`src/rtl/cfg_req_bridge.sv`:
```
// Host-to-register-block request bridge.
// It accepts one host request at a time, issues it as a cfg_req, waits for the
// matching cfg_ack and then returns a registered response to the host.
// Optional build macro CFG_REQ_BRIDGE_TIMEOUT_EN: when defined, a WAIT that
// lasts TIMEOUT_CYCLES cycles without a completion ends with status TIMEOUT.

package cfg_req_bridge_pkg;

    typedef enum logic [3:0] {
        CFG_MRD   = 4'h0,
        CFG_MWR   = 4'h1,
        CFG_IORD  = 4'h2,
        CFG_IOWR  = 4'h3,
        CFG_CFGRD = 4'h4,
        CFG_CFGWR = 4'h5,
        CFG_CRRD  = 4'h6,
        CFG_CRWR  = 4'h7
    } cfg_opcode_t;

    typedef logic [47:0] cfg_addr_t;

    // opcode is plain logic so that undefined opcodes can still be captured
    typedef struct packed {
        logic        valid;
        logic [3:0]  opcode;
        cfg_addr_t   addr;
        logic [7:0]  be;
        logic [63:0] data;
        logic [7:0]  sai;
        logic [7:0]  fid;
        logic [2:0]  bar;
    } cfg_req_64bit_t;

    typedef struct packed {
        logic        read_valid;
        logic        read_miss;
        logic        write_valid;
        logic        write_miss;
        logic        sai_successfull;
        logic [63:0] data;
    } cfg_ack_64bit_t;

    localparam logic [1:0] RSP_OK       = 2'b00;
    localparam logic [1:0] RSP_MISS     = 2'b01;
    localparam logic [1:0] RSP_SAI_FAIL = 2'b10;
    localparam logic [1:0] RSP_TIMEOUT  = 2'b11;

endpackage

module cfg_req_bridge
    import cfg_req_bridge_pkg::*;
#(
    parameter int unsigned TIMEOUT_CYCLES = 255
) (
    input  logic          clk,
    input  logic          rst_n,
    input  logic          host_req_valid,
    output logic          host_req_ready,
    input  logic [3:0]    host_req_opcode,
    input  logic [47:0]   host_req_addr,
    input  logic [7:0]    host_req_be,
    input  logic [63:0]   host_req_data,
    input  logic [7:0]    host_req_sai,
    input  logic [7:0]    host_req_fid,
    input  logic [2:0]    host_req_bar,
    output logic [143:0]  cfg_req,
    input  logic [68:0]   cfg_ack,
    output logic          host_rsp_valid,
    input  logic          host_rsp_ready,
    output logic [63:0]   host_rsp_data,
    output logic [1:0]    host_rsp_status
);

    localparam int unsigned CNT_W  = 16;
    localparam int unsigned DATA_W = 64;

    typedef enum logic [1:0] {
        ST_IDLE  = 2'd0,
        ST_ISSUE = 2'd1,
        ST_WAIT  = 2'd2,
        ST_RESP  = 2'd3
    } state_t;

    state_t              state_q;
    state_t              state_d;
    cfg_req_64bit_t      req_q;
    cfg_ack_64bit_t      ack;

    logic                req_ready_q;
    logic                req_ready_d;
    logic                cfg_valid_d;
    logic                rsp_valid_q;
    logic                rsp_valid_d;
    logic [DATA_W-1:0]   rsp_data_q;
    logic [DATA_W-1:0]   rsp_data_d;
    logic [1:0]          rsp_status_q;
    logic [1:0]          rsp_status_d;

    logic                accept_c;
    logic                is_read_c;
    logic                done_c;
    logic                miss_c;
    logic                timeout_c;

    assign ack = cfg_ack_64bit_t'(cfg_ack);

    // Handshake and completion decode for the captured request class
    assign accept_c  = (state_q == ST_IDLE) && host_req_valid;
    assign is_read_c = ~req_q.opcode[0];
    assign miss_c    = is_read_c ? ack.read_miss : ack.write_miss;
    assign done_c    = ((state_q == ST_ISSUE) || (state_q == ST_WAIT)) &&
                       (is_read_c ? (ack.read_valid  | ack.read_miss)
                                  : (ack.write_valid | ack.write_miss));

`ifdef CFG_REQ_BRIDGE_TIMEOUT_EN
    logic [CNT_W-1:0] tmo_cnt_q;

    // WAIT-cycle counter, cleared whenever a request is about to be issued
    always_ff @(posedge clk or negedge rst_n) begin
        if (!rst_n) begin
            tmo_cnt_q <= '0;
        end else if (state_d == ST_ISSUE) begin
            tmo_cnt_q <= '0;
        end else if (state_q == ST_WAIT) begin
            tmo_cnt_q <= tmo_cnt_q + CNT_W'(1);
        end
    end

    // Fires in the last permitted WAIT cycle; a same-cycle completion wins
    assign timeout_c = (state_q == ST_WAIT) &&
                       (tmo_cnt_q == CNT_W'(TIMEOUT_CYCLES - 1));
`else
    // The limit only matters when the timeout feature is built in
    logic unused_tmo_cfg;
    assign unused_tmo_cfg = |CNT_W'(TIMEOUT_CYCLES);
    assign timeout_c      = 1'b0;
`endif

    // State register plus registered host-facing outputs
    always_ff @(posedge clk or negedge rst_n) begin
        if (!rst_n) begin
            state_q      <= ST_IDLE;
            req_ready_q  <= 1'b1;
            rsp_valid_q  <= 1'b0;
            rsp_data_q   <= '0;
            rsp_status_q <= RSP_OK;
        end else begin
            state_q      <= state_d;
            req_ready_q  <= req_ready_d;
            rsp_valid_q  <= rsp_valid_d;
            rsp_data_q   <= rsp_data_d;
            rsp_status_q <= rsp_status_d;
        end
    end

    // Next-state logic
    always_comb begin
        state_d = state_q;
        case (state_q)
            ST_IDLE: begin
                if (accept_c) begin
                    state_d = host_req_opcode[3] ? ST_RESP : ST_ISSUE;
                end
            end
            ST_ISSUE: begin
                state_d = done_c ? ST_RESP : ST_WAIT;
            end
            ST_WAIT: begin
                if (done_c || timeout_c) begin
                    state_d = ST_RESP;
                end
            end
            ST_RESP: begin
                if (host_rsp_ready) begin
                    state_d = ST_IDLE;
                end
            end
            default: state_d = ST_IDLE;
        endcase
    end

    // Output next-values; response payload only changes when a response is formed
    always_comb begin
        rsp_data_d   = rsp_data_q;
        rsp_status_d = rsp_status_q;
        rsp_valid_d  = (state_d == ST_RESP);
        req_ready_d  = (state_d == ST_IDLE);
        cfg_valid_d  = (state_d == ST_ISSUE);
        case (state_q)
            ST_IDLE: begin
                if (accept_c && host_req_opcode[3]) begin
                    rsp_status_d = RSP_MISS;
                    rsp_data_d   = '0;
                end
            end
            ST_ISSUE, ST_WAIT: begin
                if (done_c) begin
                    if (miss_c) begin
                        rsp_status_d = RSP_MISS;
                        rsp_data_d   = '0;
                    end else if (!ack.sai_successfull) begin
                        rsp_status_d = RSP_SAI_FAIL;
                        rsp_data_d   = '0;
                    end else begin
                        rsp_status_d = RSP_OK;
                        rsp_data_d   = is_read_c ? ack.data : '0;
                    end
                end else if (timeout_c) begin
                    rsp_status_d = RSP_TIMEOUT;
                    rsp_data_d   = '0;
                end
            end
            default: ;
        endcase
    end

    // Request capture on accept; valid is a single ISSUE-cycle pulse
    always_ff @(posedge clk or negedge rst_n) begin
        if (!rst_n) begin
            req_q <= '0;
        end else begin
            req_q.valid <= cfg_valid_d;
            if (accept_c) begin
                req_q.opcode <= host_req_opcode;
                req_q.addr   <= host_req_addr;
                req_q.be     <= host_req_be;
                req_q.data   <= host_req_data;
                req_q.sai    <= host_req_sai;
                req_q.fid    <= host_req_fid;
                req_q.bar    <= host_req_bar;
            end
        end
    end

    assign host_req_ready  = req_ready_q;
    assign cfg_req         = req_q;
    assign host_rsp_valid  = rsp_valid_q;
    assign host_rsp_data   = rsp_data_q;
    assign host_rsp_status = rsp_status_q;

endmodule

```
`config.mk`:
```
export PLATFORM = sky130hd
export DESIGN_NAME = cfg_req_bridge
export DESIGN_NICKNAME = d
export VERILOG_FILES = /design/src/rtl/cfg_req_bridge.sv
export SDC_FILE = /design/constraint.sdc
export NUM_CORES = 1
export LEC_CHECK = 0
export BUFFER_PORTS_ARGS = -buffer_cell sky130_fd_sc_hd__buf_2
export CAP_MARGIN = 40
export CORE_AREA = 10 10 159 161
export DETAILED_ROUTE_END_ITERATION = 7
export DIE_AREA = 0 0 169 171
export PLACE_DENSITY_LB_ADDON = 0.12
export SLEW_MARGIN = 20
export SYNTH_ARGS = -nofsm -noshare
export SYNTH_HDL_FRONTEND = slang
export SYNTH_SLANG_ARGS = --single-unit
```
`constraint.sdc`:
```
create_clock -name clk -period 5 [get_ports clk]
set_input_delay 0.25 -clock clk [delete_from_list [all_inputs] [get_ports clk]]
set_output_delay 0.25 -clock clk [all_outputs]
set_load 0.03 [all_outputs]
```
; Yosys cells after proc, flatten, opt, wreduce, memory -nomap -nowiden
; Cells that the tools add are included.
[word_totals]
output_inout_bits = 212
ff_bits = 214
[op_classes]
mux = 19
n_eq_ne = 7
bitwise = 2
reduce_logical = 9
[ops]
columns = cell, count
row1 = $mux 64, 5
row2 = $pmux 64 s2, 1
row3 = $mux 2, 8
row4 = $pmux 2 s4, 1
row5 = $eq 2x2->1 const B, 3
row6 = $eq 2x1->1 const B, 2
row7 = $logic_not 2->1, 2
row8 = $pmux 2 s2, 1
row9 = $logic_and 1x1->1, 3
row10 = $mux 1, 3
row11 = $reduce_and 3->1, 1
row12 = $ne 2x1->1 const B, 1
row13 = $ne 2x2->1 const B, 1
row14 = $or 1x1->1, 2
row15 = $reduce_bool 2->1, 1
row16 = $reduce_or 2->1, 1
row17 = $logic_or 1x1->1, 1

; Logic depth before layout (Yosys ltp)
; Gate-level depths: netlist of run 1.
[depth]
word_depth = 6
mapped_depth = 8
mapped_depth_nobuf = 7

; Least setup slack after synthesis of run 1
; No wires, ideal clock.
[synth_path]
kind = register -> register
from = register state_q[0]
to = register rsp_status_q[1] (netlist: host_rsp_status[1])
path_stages_with_launch = 9
slack_ns = 3.130
t_arrival_ns = 1.745
period_less_slack_ns = 1.870
path_cell_list = dfrtp_1 > inv_1 > ha_1 > and2_0 > a221o_1 > buf_6 > buf_2 > nand2_1 > o31ai_2
[synth_via]
elab_chain_len = 5
elab_cells_between_ends = 13
[synth_lines]
columns = element, line_no
row1 = start: declaration, 84  ; state_t state_q;
row2 = start signal: assignment, 148  ; state_q <= state_d;
row3 = $eq 2x1->1 (tied with other cells), "111, 189"
row4 = $logic_or 1x1->1 or $logic_and 1x1->1 (tied branches), "111, 108"
row5 = "$logic_and 1x1->1, on equally long branches", "111, 191"
row6 = $ne 2x2->1 (no line) or $ne 2x1->1 (tied branches), n/a
row7 = $reduce_and 3->1 (no line), n/a
row8 = end signal: assignment, 152  ; rsp_status_q <= rsp_status_d;
row9 = end: declaration, 96  ; logic [1:0] rsp_status_q;
; Several ways; a longest one is shown, not always the timed one.
; A chain may end at the register's enable or synchronous reset.

; Worst setup path in the final report of run 1
[layout_path]
from = register state_q[1]
to = register rsp_data_q[42] (netlist: host_rsp_data[42])
[layout_via]
elab_chain_len = 5
elab_cells_between_ends = 13
[layout_lines]
columns = element, line_no
row1 = $eq 2x1->1 (tied with other cells), "111, 189"
row2 = $logic_or 1x1->1 or $logic_and 1x1->1 (tied branches), "111, 108"
row3 = "$logic_and 1x1->1, on equally long branches", "111, 191"
row4 = $ne 2x2->1 (no line) or $ne 2x1->1 (tied branches), n/a
row5 = $reduce_and 3->1 (no line), n/a
row6 = end signal: assignment, 151  ; rsp_data_q <= rsp_data_d;
row7 = end: declaration, 94  ; logic [DATA_W-1:0] rsp_data_q;
; Several ways; a longest one is shown, not always the timed one.

==> results.ini, run 1 <==
[run_status]
status=finished, final reports clean

[global_route]
grt_max_degree=108
grtUsageMet2_pct=31.34
grt_overflow=0
gr-usage-met1_pct=21.29
antenna_found_initial=4
grt_pass1_wl_um=43640
grt_pass1_vias=7508
use_met3_pct=7.869
grtUsageTotal_pct=18.80
grt_busiest_layer=met2

[timing]
final_hold_viol_count=0
fmax_ghz=0.4157
setup_tns_ps=0
grt_setup_unrepaired=no
tightest_slew_ps=643.7
setup_viol=0
slew_viol_final=0
slew_headroom_pct=57.09
min_period_over_period_pct=48.12
holdWs_ps=26.96
finClkSkew_ps=7.006
period_needed_ps=2406
layout_setup_ws_ps=2594

[drt]
antenna_left=0
drcViolationCount=0
drt_wl_total_um=28840
drt_pass1_iterations=4
drt_iter0_drc=397
wl_per_cell_um=18.58
vias=7086
vias_per_cell=4.566

[clock_network]
path_clk_slew_ps=60
cts-resized-gates=0
root_buffer=clkbuf_16
worstSkewPairLatency_ps=500
h-tree-depth=1
clock-sinks=214
cts_setup_buffers=0
clockBufferDepth=3
numCtsBuffers=24
cts_tree=yes

[critical_path]
slowest_stage=a221o_4
startpoint_type=register
cp.arrival_ps=2770
crit_required_ps=5370
crit_path_max_incr_delay_ps=560
cp_max_fo=68
critPathCaptureType=register
worstSetupPathType=reg -> reg
path_cells=inv_1 > ha_1 > nor4b_1 > a221o_4 > buf_12 > o21ai_0

[placed_design]
gp_congestion=0.7565
portBuffers=427
dpl_worst_slack_ps=2591
place_inst=1305
hpwl_um=20400

[synth]
ys_types=27
synth_edf_count=0
synth-seq-cells=214
synth_warnings=0
yosysTopAreaCell=dfrtp_1
synthTopCellsByArea=dfrtp_1 65%, mux2_2 20%, nand2_1 6.1%
syn_avg_cell_area_um2=13.12
synth_ff_type=dfrtp_1
synthCells=624
ys_seq_area_share_pct=65.44
syn_area_um2=8185
synth_nets=845
synth_top_area_share_pct=65.12
async_flop_share_pct=100.0

[power_and_ir_drop]
ir_drop_mv=0.3875
p_leak_nw=6.649
power_mw=9.009
power_density_nw_per_um2=671.1

[cells_and_area]
final_common_cell=buf_2
syn2layout_area_growth_pct=64.00
most-common-layout-cells=426 x buf_2, 213 x dfrtp_1, 206 x dlygate4sd3_1
drive_gt1_share_pct=48.54
fillers=1830
nNetsFinal=1473
stdcell_count=1552

[floorplanning]
start_util_pct=36.83
die_x_um=169
ios=428
die_h_um=171
core_um2=22230
num_rows=55
dieArea_um2=28900

[flow_run]
max-cap-violations=0

[min_path]
hold_class=in -> reg

==> metal layers <==
metal	part of all wire, %	vias up
met2	49	300
li1	-	3359
met5	0.11	-
met3	10	63
met4	3.2	4
met1	38	3360
==> flip-flops by register name, indices dropped and copies added, names as in the netlist <==
register	flops
host_rsp_data	64
state_q	2
host_rsp_valid	1
host_rsp_status	2
host_req_ready	1
cfg_req	144
==> timing repair <==
action / 4_1_cts / 5_1_grt
setup endpoints to repair: 0 / 0
endpoints found under the hold margin: 260 / 0
hold buffers: 206 / 0
==> through the flow <==
stage / util (%) / area [µm²]
final: 60.39 / 13420
after global routing: 60.38 / 13420
after CTS: 60.37 / 13420
after detailed placement: 47.84 / 10630
after global placement: 47.62 / 10590
after floorplan: - / 8185
==> area by class of cell <==
cell class / instances / area, µm² / share of cell area, %
clock buffers: 34 / 699.4 / 5.210
inverters: 4 / 15.01 / 0.1118
multi-input cells: 370 / 2664 / 19.84
repair buffers: 638 / 4303 / 32.05
clock inverters: 5 / 25.02 / 0.1864
flip-flops and latches: 214 / 5356 / 39.90
diodes: 2 / 5.005 / 0.03728
well taps: 285 / 356.6 / 2.656
==> report_power, final <==
part	switching [mW]	internal, mW	leakage [nW]
registers	0.388	2.54	2.65
clock network	0.679	0.962	0.362
logic	2.97	1.47	3.63
==> worst max-delay path, delay by kind of cell (launching register included) <==
family | cells | cell delay [ps]
simple gates | 1 | 340
fa+ha+maj | 1 | 360
compound gates | 2 | 710
flops | 1 | 390
buf+inv | 2 | 430
==> synthesized netlist by cell type, drive strengths merged (2+ instances only) <==
cell type    n
nand2b       2
clkbuf      17
and2         2
o21ai       65
mux2       143
nor2         6
ha           5
nand2      133
buf         19
a31oi        2
a21oi        3
dfrtp      213
inv          4
==> final timing paths <==
path,startpoint,to,slack [ps],cells after the start
worst min register to register,host_rsp_data[38],host_rsp_data[38],470,2
worst max-delay path,state_q[1],host_rsp_data[42],2590,6
min in group asynchronous,rst_n,cfg_req[87],270,2
worst max register to register,state_q[1],host_rsp_data[42],2590,6
max in group asynchronous,rst_n,cfg_req[49],3460,4
worst min-delay path,cfg_ack[22],host_rsp_data[22],30,3
==> cells by family after synthesis <==
group	synth area share (%)
adders and majority gates	0.7643
DFF	65.44
buffers and inverters	2.262
muxes	19.67
AOI/OAI and AO/OA	4.708
and+or+nand+nor	7.154
(Power assumes the default switching activity.)
==> run 2: changes to the inputs <==
--- a/config.mk
+++ b/config.mk
@@ -5,11 +5,12 @@
 export SDC_FILE = /design/constraint.sdc
 export NUM_CORES = 1
 export LEC_CHECK = 0
+export ABC_AREA = 1
 export BUFFER_PORTS_ARGS = -buffer_cell sky130_fd_sc_hd__buf_2
 export CAP_MARGIN = 40
-export CORE_AREA = 10 10 159 161
+export CORE_AREA = 10 10 160 162
 export DETAILED_ROUTE_END_ITERATION = 7
-export DIE_AREA = 0 0 169 171
+export DIE_AREA = 0 0 170 172
 export PLACE_DENSITY_LB_ADDON = 0.12
 export SLEW_MARGIN = 20
 export SYNTH_ARGS = -nofsm -noshare
==> constraint.sdc (replaced) <==
create_clock -name clk -period 2.3 [get_ports clk]
set_input_delay 0.115 -clock clk [delete_from_list [all_inputs] [get_ports clk]]
set_output_delay 0.115 -clock clk [all_outputs]
set_load 0.03 [all_outputs]
==> run 2 against run 1 <==
- final area is 6.1% higher
- clock skew down 1.6 ps
- maximum frequency increased by 16%
- synthesized cell count up 74%
- die area up 1.2%
==> results.ini, run 2 <==
[clock_network]
h-tree-depth=1  ; unchanged
numCtsBuffers=25  ; +4.2%
clockBufferDepth=3  ; unchanged
clock-sinks=214  ; unchanged
path_clk_slew_ps=60  ; about the same
cts_tree=yes
root_buffer=clkbuf_16
cts_setup_buffers=0  ; unchanged
worstSkewPairLatency_ps=500  ; about the same

[timing]
final_hold_viol_count=0  ; unchanged
slew_headroom_pct=49.54  ; -7.5 points
min_period_over_period_pct=90.52  ; +42 points
tightest_slew_ps=756.9  ; +113.2 ps
finClkSkew_ps=5.411  ; -1.595 ps
setup_viol=0  ; unchanged
setup_tns_ps=0  ; unchanged
grt_setup_unrepaired=no
period_needed_ps=2082  ; -323.9 ps
slew_viol_final=0  ; unchanged
fmax_ghz=0.4803  ; +16%

[critical_path]
worstSetupPathType=reg -> reg
cp_max_fo=66  ; -2.9%
ff2ff_path_depth=8  ; +2
r2r_slack_ps=220  ; -2380 ps
critPathCaptureType=register
path_cells=inv_1 > ha_1 > inv_1 > o21ai_4 > nand2_2 > buf_4 > nand2_1 > nand2_1
reg2reg_to=host_rsp_data[53]
cp.arrival_ps=2520  ; -250 ps
startpoint_type=register
crit_required_ps=2740  ; -2630 ps
crit_path_max_incr_delay_ps=570  ; about the same
worstReg2RegStart=state_q[0]
slowest_stage=buf_4

[synth]
synth-compound-area-share_pct=0.2702  ; -4.4 points
yosys-mux-area-fraction_pct=0  ; -20 points
synth-seq-cells=214  ; unchanged
synth.most_common_cell=nand2_1
syn_avg_cell_area_um2=8.123  ; -38%
synthTopCellsByArea=dfrtp_1 61%, nand2_1 25%, nand3_1 4.0%
yosysTopAreaCell=dfrtp_1
synth_ff_type=dfrtp_1
synthCells=1083  ; +74%
synthSimpleGateAreaFrac_pct=32.11  ; +25 points
synth_fa_ha_area_share_pct=0.7111  ; -0.053 points
synth_edf_count=0  ; unchanged
synth_top_family_by_area=simple AND/OR/NAND/NOR gates
synth-xor-area-share_pct=0  ; unchanged
synth_nets=1304  ; +54%
synth_warnings=0  ; unchanged
ys_seq_area_share_pct=60.89  ; -4.6 points
yosys-top-cells-count=579 x nand2_1, 213 x dfrtp_1, 75 x inv_1
async_flop_share_pct=100.0  ; unchanged
syn_area_um2=8797  ; +7.5%
ys_types=17  ; -37%
synth_top_area_share_pct=60.59  ; -4.5 points

[global_route]
grt_overflow=0  ; unchanged
grt_pass1_vias=9568  ; +27%
grt_max_degree=145  ; +34%
antenna_found_initial=1  ; -3
grtUsageTotal_pct=22.26  ; +3.5 points
grt_pass1_wl_um=52640  ; +21%

[flow_run]
max-cap-violations=0  ; unchanged

[floorplanning]
dieArea_um2=29240  ; +1.2%
die_x_um=170  ; +0.59%
num_rows=55  ; unchanged
start_util_pct=39.33  ; +2.5 points
core_um2=22370  ; +0.62%
ios=428  ; unchanged
die_h_um=172  ; +0.58%

[cells_and_area]
seqCellArea_um2=5356  ; unchanged
drive_gt1_share_pct=28.31  ; -20 points
largest_register_ffs=144  ; unchanged
syn2layout_area_growth_pct=61.94
most-common-layout-cells=577 x nand2_1, 426 x buf_2, 213 x dfrtp_1
fillers=1873  ; +2.3%
multi_input_area_um2=2929  ; +10%
nNetsFinal=1921  ; +30%
final_common_cell=nand2_1
utilization_pct=63.70  ; +3.3 points

[power_and_ir_drop]
ir_drop_mv=0.9856  ; +150%
power_density_nw_per_um2=1399  ; +110%
p_leak_nw=8.449  ; +27%
seqPwrFrac_pct=31.1  ; -1.4 points
power_switching_mw=9.305  ; +130%
power_frac_clock_pct=21.8  ; +3.6 points
combPwrFrac_pct=47.1  ; -2.2 points
p_int_mw=10.63  ; +110%
switching_share_pct=46.67  ; +1.9 points

[placed_design]
gp_congestion=0.8055  ; +6.5%
hpwl_um=22220  ; +8.9%
portBuffers=427  ; unchanged

[run_status]
status=finished, final reports clean

[min_path]
hold_class=in -> reg
min_to=cfg_req[142]
hp-start=host_req_valid
min_path_cells=5  ; +2

[drt]
vias_per_cell=4.595  ; +0.63%
antenna_left=0  ; unchanged
drt_wl_total_um=34130  ; +18%
drt_iter0_drc=665  ; +68%
drcViolationCount=0  ; unchanged
wl_per_cell_um=17.04  ; -8.3%
drt_pass1_iterations=5  ; +1
vias=9203  ; +30%

[run 2: cell families (layout without fill, tap and decap cells)]
group	count (synthesis)	after routing
AO/OA/AOI/OAI	4	4
adder cells (fa/ha/maj)	5	5
buffers and inverters	133	767
flip-flops	214	214
other	0	1
AND/OR/NAND/NOR	727	727
[run 2: worst max-delay path, delay by kind of cell (launching register included)]
family,cells,cell delay [ps]
buffers and inverters,3,860
flip-flops,1,390
adder cells (fa/ha/maj),1,370
AND/OR/NAND/NOR,3,300
AO/OA/AOI/OAI,1,80
[run 2: how the worst max path moves through the flow]
stage | from | end | depth (start not counted)
finish | state_q[0] | host_rsp_data[53] | 8
global route | state_q[0] | host_rsp_data[36] | 8
CTS | state_q[0] | host_rsp_data[47] | 9
detailed placement | state_q[0] | host_rsp_data[27] | 9
global placement | state_q[0] | host_rsp_data[20] | 9
floorplan | state_q[0] | host_rsp_data[0] | 11
[run 2: through the flow]
step                      cell area (µm²)  setup slack [ps]  hold WS (ps)  cells  power, mW
after CTS                           14240             155.0         18.64   2002      20.05
final                               14250             218.1         39.38   2003      19.94
after detailed placement            11230             186.3         185.8   1749      15.33
after global placement              11230             242.2         182.6   1749      15.24
after global routing                14250             39.95         40.31   2003      21.14
after floorplan                      8797             567.2        -180.6   1083      12.18
[run 2: area by class of cell]
cell class	instances	area share, %
clock inverters	8	1.177
diodes	1	0.01757
repair buffers	647	30.88
multi-input cells	736	20.56
flip-flops and latches	214	37.60
clock buffers	36	5.243
well taps	285	2.503
inverters	76	2.020
[run 2: repair_timing]
item	4_1_cts	5_1_grt
resized for setup	0	1
setup endpoints to repair	0	4
endpoints found under the hold margin	272	0
hold buffers	209	0
[run 2: power groups by stage]
stage / Sequential, mW / Clock [mW] / Combinational [mW]
2_1_floorplan: 9.28 / 0 / 2.90
3_3_place_gp: 6.15 / 0 / 9.08
3_5_place_dp: 6.16 / 0 / 9.17
4_1_cts: 6.17 / 4.44 / 9.44
5_1_grt: 6.39 / 4.60 / 10.1
6_report: 6.19 / 4.35 / 9.39
[run 2: per-layer routing]
layer | up-vias | GRT usage, % | part of all wire [%]
met1 | 4274 | 26.10 | 39
li1 | 4462 | - | -
met2 | 408 | 37.96 | 49
met4 | 0 | 7.361 | 3.0
met5 | - | 0 | 0
met3 | 59 | 7.045 | 9.2
==> run 3: changes to the inputs <==
--- a/config.mk
+++ b/config.mk
@@ -8,9 +8,9 @@
 export ABC_AREA = 1
 export BUFFER_PORTS_ARGS = -buffer_cell sky130_fd_sc_hd__buf_2
 export CAP_MARGIN = 40
-export CORE_AREA = 10 10 160 162
+export CORE_AREA = 10 10 158 160
 export DETAILED_ROUTE_END_ITERATION = 7
-export DIE_AREA = 0 0 170 172
+export DIE_AREA = 0 0 168 170
 export PLACE_DENSITY_LB_ADDON = 0.12
 export SLEW_MARGIN = 20
 export SYNTH_ARGS = -nofsm -noshare
==> run 3 against run 2 <==
- sequential cell count stayed put
- critical path depth is 1 lower
- clock-buffer cell count is 6 lower
- cell count is 0.20% lower
- register-to-register slack better by 160 ps
- largest power group unchanged
- highest routed layer is now met5
==> results.ini, run 3 (synthesized netlist as in run 2, its figures left out) <==
[flow_run]
max-cap-violations=0  ; unchanged

[drt]
drt_pass1_iterations=5  ; unchanged
drt_wl_total_um=34600  ; +1.4%
drt_iter0_drc=894  ; +34%
wl_per_cell_um=17.31  ; +1.6%
vias_per_cell=4.599  ; about the same
drcViolationCount=0  ; unchanged
antenna_left=0  ; unchanged
vias=9193  ; -0.11%

[critical_path]
path_cells=inv_1 > ha_1 > nand2_4 > inv_4 > buf_12 > nand2_1 > nand2_1
cp_max_fo=143  ; +120%
worstSetupPathType=reg -> reg
slowest_stage=dfrtp_1
worstReg2RegStart=state_q[0]
path_buf_inv=3  ; unchanged
cp.arrival_ps=2360  ; -160 ps
crit_family=buffers and inverters
crit_path_max_incr_delay_ps=410  ; -160 ps
cpMostUsedCell=nand2_1
critPathCaptureType=register
crit_required_ps=2740  ; about the same
crit_start=state_q[0]
startpoint_type=register

[floorplanning]
core_um2=21690  ; -3.0%
die_x_um=168  ; -1.2%
die_h_um=170  ; -1.2%
start_util_pct=40.56  ; +1.2 points
num_rows=54  ; -1.8%
ios=428  ; unchanged
dieArea_um2=28560  ; -2.3%

[cells_and_area]
syn2layout_area_growth_pct=60.57
design_area_um2=14130  ; -0.84%
most-common-layout-cells=577 x nand2_1, 426 x buf_2, 213 x dfrtp_1
drive_gt1_share_pct=28.34  ; +0.033 points
final_common_cell=nand2_1
largest_register_ffs=144  ; unchanged
nNetsFinal=1920  ; -0.052%

[clock_network]
worstSkewPairLatency_ps=510  ; about the same
cts-resized-gates=0  ; unchanged
cts_setup_buffers=0  ; unchanged
path_clk_slew_ps=60  ; about the same
cts_tree=yes
clockBufferDepth=3  ; unchanged
numCtsBuffers=24  ; -4.0%
clock-sinks=214  ; unchanged
h-tree-depth=1  ; unchanged
root_buffer=clkbuf_16

[timing]
fmax_ghz=0.5205  ; +8.4%
period_needed_ps=1921  ; -160.5 ps
tightest_slew_ps=726.9  ; -30.06 ps
setup_viol=0  ; unchanged
setup_tns_ps=0  ; unchanged
finClkSkew_ps=11.37  ; +5.955 ps
final_hold_viol_count=0  ; unchanged
layout_setup_ws_ps=378.6  ; +160.5 ps
slew_headroom_pct=51.54  ; +2.0 points
grt_setup_unrepaired=no
slew_viol_final=0  ; unchanged
min_period_over_period_pct=83.54  ; -7.0 points

[power_and_ir_drop]
power_density_nw_per_um2=1386  ; -0.94%
p_leak_nw=8.403  ; -0.55%
ir_drop_mv=0.8726  ; -11%

[global_route]
grt_pass1_vias=9633  ; +0.68%
grt_max_degree=144  ; -0.69%
grtUsageTotal_pct=22.91  ; +0.65 points
grt_pass1_wl_um=53280  ; +1.2%
grt_overflow=0  ; unchanged
antenna_found_initial=4  ; +3

[run_status]
status=finished, final reports clean

[min_path]
hp-start=cfg_ack[64]
hold_class=in -> reg

[placed_design]
portBuffers=427  ; unchanged
gp_congestion=0.7978  ; -0.96%
hpwl_um=22770  ; +2.5%
place_area_um2=11250  ; +0.12%
dpl_worst_slack_ps=448.2  ; +261.9 ps

## run 3: layer usage
metal / share of wire [%] / wire length [µm] / track usage (%)
met5: 0.038 / 13 / 0
met4: 4.5 / 1569 / 10.41
met3: 9.6 / 3327 / 8.293
met2: 48 / 16490 / 37.41
met1: 38 / 13200 / 26.55
## run 3: per-stage QoR
| stage | cells | utilization [%] | hold WS (ps) | total power, mW |
|---|---|---|---|---|
| 2_1_floorplan | 1083 | - | -180.6 | 12.18 |
| 3_3_place_gp | 1745 | 51.86 | 111.8 | 15.39 |
| 3_5_place_dp | 1745 | 51.86 | 102.0 | 15.48 |
| 4_1_cts | 1995 | 65.09 | 8.879 | 19.70 |
| 5_1_grt | 1998 | 65.12 | 61.63 | 20.78 |
| 6_report | 1999 | 65.13 | 36.25 | 19.58 |
## run 3: layout make-up
type | instances | area, µm²
Tap cell | 280 | 350.3
Sequential cell | 214 | 5356
Clock buffer | 30 | 674.4
Antenna cell | 4 | 10.01
Inverter | 76 | 287.8
Fill cell | 1751 | 7562
Clock inverter | 12 | 112.6
Multi-Input combinational cell | 736 | 2929
Timing Repair Buffer | 647 | 4405
## run 3: where the power goes
| part | internal (mW) | switching (mW) | total [mW] |
|---|---|---|---|
| Clock | 2.29 | 1.55 | 3.84 |
| Combinational | 2.57 | 6.94 | 9.51 |
| Sequential | 5.35 | 0.886 | 6.23 |
| Total | 10.2 | 9.37 | 19.6 |
## run 3: repair_timing
item | in CTS | in global routing
hold buffers | 208 | 0
setup endpoints to repair | 0 | 0
hold endpoints to repair | 267 | 0
## run 3: tightest hold or removal path, delay by kind of cell
kind / cells / cell delay (ps)
buf+inv: 2 / 140
simple gates: 4 / 250
## run 3: worst paths after layout
check                                endpoint  slack (ps)  depth (start not counted)
max in group asynchronous         cfg_req[42]        1380                          3
min in group asynchronous   host_rsp_data[23]         130                          2
min reg2reg                host_rsp_status[1]         460                          2
max                               cfg_req[85]         380                          7
max reg2reg                       cfg_req[85]         380                          7
min                        host_rsp_status[1]          40                          6
